[src/rtl/prog_moore_fsm.sv]
// Table-driven Moore machine: transition and output tables loaded at run time.
// Adds a live-state-count legality check, sticky error and saturating step counter.
module prog_moore_fsm #(
  parameter int STATE_W = 3,
  parameter int IN_W    = 2,
  parameter int OUT_W   = 1,
  parameter int CNT_W   = 16
) (
  input  logic               clk,
  input  logic               reset_n,
  input  logic [IN_W-1:0]    sw_in,
  input  logic               ctrl_in,
  input  logic [STATE_W-1:0] state_in,
  input  logic               load_in,
  input  logic               cfg_we,
  input  logic [STATE_W-1:0] cfg_state,
  input  logic [IN_W-1:0]    cfg_sym,
  input  logic [STATE_W-1:0] cfg_next,
  input  logic               cfg_out_we,
  input  logic [OUT_W-1:0]   cfg_out,
  input  logic               cfg_nstates_we,
  input  logic [STATE_W:0]   cfg_nstates,
  output logic [STATE_W-1:0] state,
  output logic [OUT_W-1:0]   out,
  output logic               err,
  output logic [CNT_W-1:0]   steps
);

  localparam int NS = 1 << STATE_W;
  localparam int NI = 1 << IN_W;
  localparam logic [STATE_W:0] NS_V = (STATE_W+1)'(NS);

  logic [STATE_W-1:0] next_tbl_q [NS][NI];
  logic [STATE_W-1:0] next_tbl_d [NS][NI];
  logic [OUT_W-1:0]   out_tbl_q [NS];
  logic [OUT_W-1:0]   out_tbl_d [NS];
  logic [STATE_W:0]   nstates_q, nstates_d;
  logic [STATE_W-1:0] state_q, state_d;
  logic [OUT_W-1:0]   out_q, out_d;
  logic               err_q, err_d;
  logic [CNT_W-1:0]   steps_q, steps_d;

  logic [STATE_W-1:0] nxt;
  logic               legal;

  assign nxt   = next_tbl_q[state_q][sw_in];
  assign legal = {1'b0, nxt} < nstates_q;

  // Config writes; a step in the same cycle still reads the old tables.
  always_comb begin
    next_tbl_d = next_tbl_q;
    out_tbl_d  = out_tbl_q;
    nstates_d  = nstates_q;
    if (cfg_we)
      next_tbl_d[cfg_state][cfg_sym] = cfg_next;
    if (cfg_out_we)
      out_tbl_d[cfg_state] = cfg_out;
    if (cfg_nstates_we && (cfg_nstates != '0)
        && (cfg_nstates <= NS_V))
      nstates_d = cfg_nstates;
  end

  // Next state: load beats step; illegal target falls back to state_in.
  always_comb begin
    state_d = state_q;
    err_d   = err_q;
    steps_d = steps_q;
    if (load_in) begin
      state_d = state_in;
      steps_d = '0;
    end else if (ctrl_in) begin
      if (legal) begin
        state_d = nxt;
        if (steps_q != '1)
          steps_d = steps_q + CNT_W'(1);
      end else begin
        state_d = state_in;
        err_d   = 1'b1;
      end
    end
  end

  // Moore output latched only when a state is entered.
  always_comb begin
    out_d = out_q;
    if (load_in || ctrl_in)
      out_d = out_tbl_q[state_d];
  end

  // State, tables and counters; reset restores self-loop tables.
  always_ff @(posedge clk) begin
    if (!reset_n) begin
      for (int s = 0; s < NS; s++) begin
        for (int i = 0; i < NI; i++)
          next_tbl_q[s][i] <= STATE_W'(s);
        out_tbl_q[s] <= '0;
      end
      nstates_q <= NS_V;
      state_q   <= state_in;
      out_q     <= '0;
      err_q     <= 1'b0;
      steps_q   <= '0;
    end else begin
      next_tbl_q <= next_tbl_d;
      out_tbl_q  <= out_tbl_d;
      nstates_q  <= nstates_d;
      state_q    <= state_d;
      out_q      <= out_d;
      err_q      <= err_d;
      steps_q    <= steps_d;
    end
  end

  assign state = state_q;
  assign out   = out_q;
  assign err   = err_q;
  assign steps = steps_q;

endmodule

[config.mk]
export PLATFORM = sky130hd
export DESIGN_NAME = prog_moore_fsm
export DESIGN_NICKNAME = d
export VERILOG_FILES = /design/src/rtl/prog_moore_fsm.sv
export SDC_FILE = /design/constraint.sdc
export NUM_CORES = 1
export LEC_CHECK = 0
export BUFFER_PORTS_ARGS = -buffer_cell sky130_fd_sc_hd__buf_2
export CAP_MARGIN = 40
export CORE_UTILIZATION = 55
export DETAILED_ROUTE_END_ITERATION = 10
export PLACE_DENSITY = 0.77
export SLEW_MARGIN = 20
export SYNTH_ARGS = -nofsm -noshare
export SYNTH_HDL_FRONTEND = slang
export SYNTH_SLANG_ARGS = --single-unit
[constraint.sdc]
create_clock -name clk -period 4.35 [get_ports clk]
set_clock_uncertainty 0.1 [all_clocks]
set_input_delay 0.435 -clock clk [delete_from_list [all_inputs] [get_ports clk]]
set_output_delay 0.435 -clock clk [all_outputs]
set_load 0.02 [all_outputs]
After elaboration in Yosys (flattened, before gate mapping) --
Index checks and enable logic that the tools add are counted.
Operators by class: add/sub/neg operators 1, $mul 0, divide/modulo/power cells 0, $lt $le $gt $ge 9, eq/ne operators 1, shift operators 0, muxes and demuxes 21, bitwise gates (word level) 8, reduce and logical (&&, ||, !) cells 9
Operators with widths (number):
- bitwise mux 96 bit | 1
- binary-select mux 12 bit (select 3 bit) | 1
- demux 12 bit (select 3 bit) | 1
- two-way mux 12 bit | 3
- two-way mux 3 bit | 7
- adder 16 x 1 -> 16 bit (second input constant) | 1
- inequality test 16 bit (second input constant) | 1
- greater-or-equal comparator 4 bit (second input constant) | 3
- inverter 3 -> 4 bit | 3
- bitwise mux 8 bit | 1
- binary-select mux 3 bit (select 2 bit) | 1
- demux 3 bit (select 2 bit) | 1
- greater-or-equal comparator 3 bit (second input constant) | 2
- inverter 2 -> 3 bit | 2
- AND reduction 3 bit | 2
- less-or-equal comparator 4 bit (second input constant) | 1
- logical AND 1 bit | 4
- less-than comparator 3 x 4 -> 1 bit | 1
- less-than comparator 4 x 1 -> 1 bit (second input constant) | 1
- nonzero test 4 bit | 1
- binary-select mux 1 bit (select 3 bit) | 1
- demux 1 bit (select 3 bit) | 1
- less-than comparator 3 x 1 -> 1 bit (second input constant) | 1
- two-way mux 1 bit | 3
- 3 further kinds | 5
Word-level totals: register bits 129, bits in latches 0, RAM bits 0, ROM bits 0, input bits 25, output and inout port bits 21, word-level logic and storage cells 94, memories kept 0

Longest topological paths before layout --
word-level depth 15, gate-level depth with buffers 18, gate-level depth less buffers 15

Worst setup path before layout --
No wires, ideal clock.
path type input to register, start point input sw_in[1], end point register out_q (netlist: out), library setup time 0.119 ns, data arrival time 3.847 ns, required time 4.131 ns, slack 0.284 ns, stages on the path 17, buffers on the path 3, cell sequence buf_2 > buf_2 > mux4_2 > nand3_1 > o21ai_1 > a211oi_1 > inv_1 > ha_1 > o21a_1 > nor2_1 > or2_2 > a21o_1 > buf_6 > a211o_1 > or4_1 > nand4_1 > o21ai_1
Between the ends: longest elaborated chain between the ends 12
Ends and longest elaborated chain:
- start, declared | RTL line 11 | input logic [IN_W-1:0] sw_in,
- inverter 2 -> 3 bit (implied by the code) * | RTL line 46 | assign nxt = next_tbl_q[state_q][sw_in];
- binary-select mux 3 bit (select 2 bit) * | RTL line 46
- two-way mux 3 bit (implied by the code) * (2 in series) | RTL line 46
- less-than comparator 3 x 4 -> 1 bit | RTL line 47 | assign legal = {1'b0, nxt} < nstates_q;
- two-way mux 3 bit * | RTL line 72 | if (legal) begin
- two-way mux 3 bit * | RTL line 71 | end else if (ctrl_in) begin
- two-way mux 3 bit * | RTL line 68 | if (load_in) begin
- inverter 3 -> 4 bit (implied by the code) * | RTL line 87 | out_d = out_tbl_q[state_d];
- binary-select mux 1 bit (select 3 bit) * | RTL line 87
- two-way mux 1 bit (implied by the code) * (2 in series) | RTL line 87
- end signal, assigned | RTL line 108 | out_q <= out_d;
- end, declared | RTL line 39 | logic [OUT_W-1:0] out_q, out_d;
Every way passes the cells marked *; elsewhere a longest branch is shown, timed or not. The select of a mux whose other input is x is not followed. A chain may end at the register's enable or synchronous reset.

Worst setup path after layout --
start point register state_q[0] (netlist: state[0]), end point register steps_q[9] (netlist: steps[9])
Between the ends: longest elaborated chain between the ends 9
Ends and longest elaborated chain:
- start, declared | RTL line 38 | logic [STATE_W-1:0] state_q, state_d;
- start signal, assigned | RTL line 99 | state_q <= state_in;
- start signal, assigned | RTL line 107 | state_q <= state_d;
- inverter 3 -> 4 bit (implied by the code) | RTL line 46
- binary-select mux 12 bit (select 3 bit) | RTL line 46
- two-way mux 12 bit (implied by the code) (2 in series) | RTL line 46
- binary-select mux 3 bit (select 2 bit) | RTL line 46
- two-way mux 3 bit (implied by the code) (2 in series) | RTL line 46
- less-than comparator 3 x 4 -> 1 bit | RTL line 47
- AND reduction 3 bit (no source line)
- end signal, assigned | RTL line 110 | steps_q <= steps_d;
- end, declared | RTL line 41 | logic [CNT_W-1:0] steps_q, steps_d;
Every way passes these cells. The select of a mux whose other input is x is not followed.

==> results.toml <==
[sta]
hold_ws_ns = 0.165
slew_headroom = 0.449
timing.fmax_mhz = 250
worstMarginPinSlew_ns = 0.826
slew_violations = 0
rsz0062_at_grt = "no"
setup_violations = 0
fin_crit_sh = 0.920
period_minus_slack_ns = 4.00
hold_viol_final = 0
finalSetupTns_ns = 0

[global_routing]
overflow = 0
grt_pass1_vias = 5793
grt_pass1_wl_mm = 28.0
grt_max_degree = 63
grt.total_usage = 0.285
antenna_found_initial = 0

[floorplanning]
initial_core_util = 0.566
die_area_mm2 = 0.0122
fp.dieW_um = 111
die_height_um = 111
coreArea_mm2 = 0.0115
rows = 39
ios = 46

[detailed_routing]
via_per_inst = 6.21
num_vias = 5988
postRouteWirelength_mm = 16.9
wire_per_inst_um = 17.5
firstDrtPassIters = 5
drtIter0Drc = 543
ant_nets = 0
drc = 0

[place]
post-dp-hpwl_mm = 11.2
dp_cells = 932
routabilityCongestion = 0.933
place_area_mm2 = 0.00679
portBuffers = 45

[layout]
design_area_mm2 = 0.00738
nets = 837
instances_no_fill = 965
syn_to_final_growth_pct = 13.7
multi_input_area_mm2 = 0.00360
nFillCells = 937
n_antenna_cell = 0
regArea_mm2 = 0.00258
layout.cells.most_common_list = "nand2_1 (138), dfxtp_1 (128), nand3_1 (110)"
mostFrequentLayoutCell = "nand2_1"
drive_above_1_share = 0.148

[synthesis]
async_flop_share = 0
syn_inst = 790
ys.flop_type = "dfxtp_1"
synth_edf_count = 0
ys_types = 62
yosys_warnings = 0
avgSynthCellArea_um2 = 8.22
syn_nets = 818
ys_ff_latch = 129
syn_area_mm2 = 0.00649
yosysSeqAreaShare = 0.398

[status]
status = "complete, no violations"

[pwr]
seq_power_share = 0.409
p_int_mw = 2.22
peakVddDrop_mv = 0.357
p_leak_nw = 2.68
p_clk_frac = 0.476
p_comb_frac = 0.115
power.switching_uw = 747
swShare = 0.251
p_per_area_mw_per_mm2 = 402

[setup_path]
cp-start-kind = "register"
cp_slowest_cell = "or4_1"
arrival_ns = 4.21
worst-path-max-fanout = 23
max_stage_delay_ns = 0.68
cp.required_ns = 4.56
cp_cell_sequence = "buf_12 > mux4_2 > mux4_2 > nand2_1 > nand3_1 > ha_1 > o21a_1 > nor2_1 > or2_2 > a21oi_2 > or4_1 > nor3_1 > xnor2_1 > nor2_1"
critPathKind = "register to register"
setup.worst_path.end_class = "register"

[cts]
clockRootBuffer = "clkbuf_16"
cts_tree = "yes"
cts_max_level = 4
clock_sinks = 129
cts.clk_slew.worst_paths_ns = 0.06
cts_hold_buf = 0
numCtsBuffers = 17
insertion_delay_ns = 0.42
clock_path_buffers = 2
cts_setup_buffers = 0

[job]
maxCapViolations = 0

[worst_hold_path]
worst_hold_path_type = "primary input to register"
synth_stat cells, types with 11 or more instances:
master    instances  area (um2)
nand3_1         110         551
nand2_1         138         518
mux4_2           13         293
nor2b_1          16         100
dfxtp_1         129        2580
o21ai_0          42         210
a21boi_0         30         225
nor3_1           11        55.1
a21boi_1         18         135
clkbuf_1         52         195
nor2_1           49         184
mux2i_1          44         440
power by group through the flow:
stage	combinational (mW)	clock, mW	sequential (mW)
after floorplan	0.241	0	1.24
after global routing	0.371	1.47	1.21
after CTS	0.335	1.42	1.21
after global placement	0.324	0	1.24
after detailed placement	0.332	0	1.24
final	0.342	1.41	1.21
final cells by class:
class / instances / area share
multi-input cells: 586 / 0.488
flip-flops and latches: 129 / 0.350
clock buffers: 20 / 0.0592
repair buffers: 64 / 0.0537
well taps: 143 / 0.0242
clock inverters: 12 / 0.0192
inverters: 11 / 0.00560
critical path, delay by kind of cell, from the launching register on:
family	cells	cell delay [ns]
simple gates	7	1.51
flops	1	0.35
buf+inv	1	0.19
compound gates	2	0.22
mux	2	1.06
xor+xnor	1	0.15
fa+ha+maj	1	0.31
what timing repair did:
| action | CTS | global route |
|---|---|---|
| endpoints found under the setup margin | 0 | 5 |
| resized for setup | 0 | 1 |
| hold endpoints to repair | 0 | 0 |
cells by family after synthesis:
| kind of cell | count (synthesis) | synth area share |
|---|---|---|
| AND/OR/NAND/NOR | 367 | 0.265 |
| AO/OA/AOI/OAI | 144 | 0.147 |
| flip-flops | 129 | 0.398 |
| buffers and inverters | 75 | 0.0511 |
| multiplexers | 57 | 0.113 |
| XOR/XNOR | 15 | 0.0202 |
| adder cells (fa/ha/maj) | 3 | 0.00578 |
flip-flops by register name (all words and copies together) (netlist names):
signal	count
next_tbl_q	96
steps	16
out_tbl_q	8
nstates_q	4
state	3
err	1
out	1
worst paths after layout:
kind                  startpoint             end  slack (ns)  cells after the start
hold / removal       state_in[1]        state[1]        0.16                      2
setup / recovery        state[0]        steps[9]        0.35                     14
hold reg to reg   next_tbl_q[74]  next_tbl_q[74]        0.35                      2
setup reg to reg        state[0]        steps[9]        0.35                     14
per-stage QoR:
| step | power (mW) | setup slack (ns) | util |
|---|---|---|---|
| after global placement | 1.56 | 0.388 | 0.591 |
| final | 2.97 | 0.349 | 0.644 |
| after floorplan | 1.48 | 0.284 | - |
| after global routing | 3.06 | 0.0935 | 0.644 |
| after CTS | 2.97 | 0.284 | 0.642 |
| after detailed placement | 1.57 | 0.272 | 0.592 |
routing by layer:
| layer | share of wire | global-route usage |
|---|---|---|
| met5 | 0 | 0 |
| met1 | 0.42 | 0.344 |
| met3 | 0.071 | 0.0774 |
| met2 | 0.48 | 0.470 |
| met4 | 0.031 | 0.135 |
(Power assumes the default switching activity.)
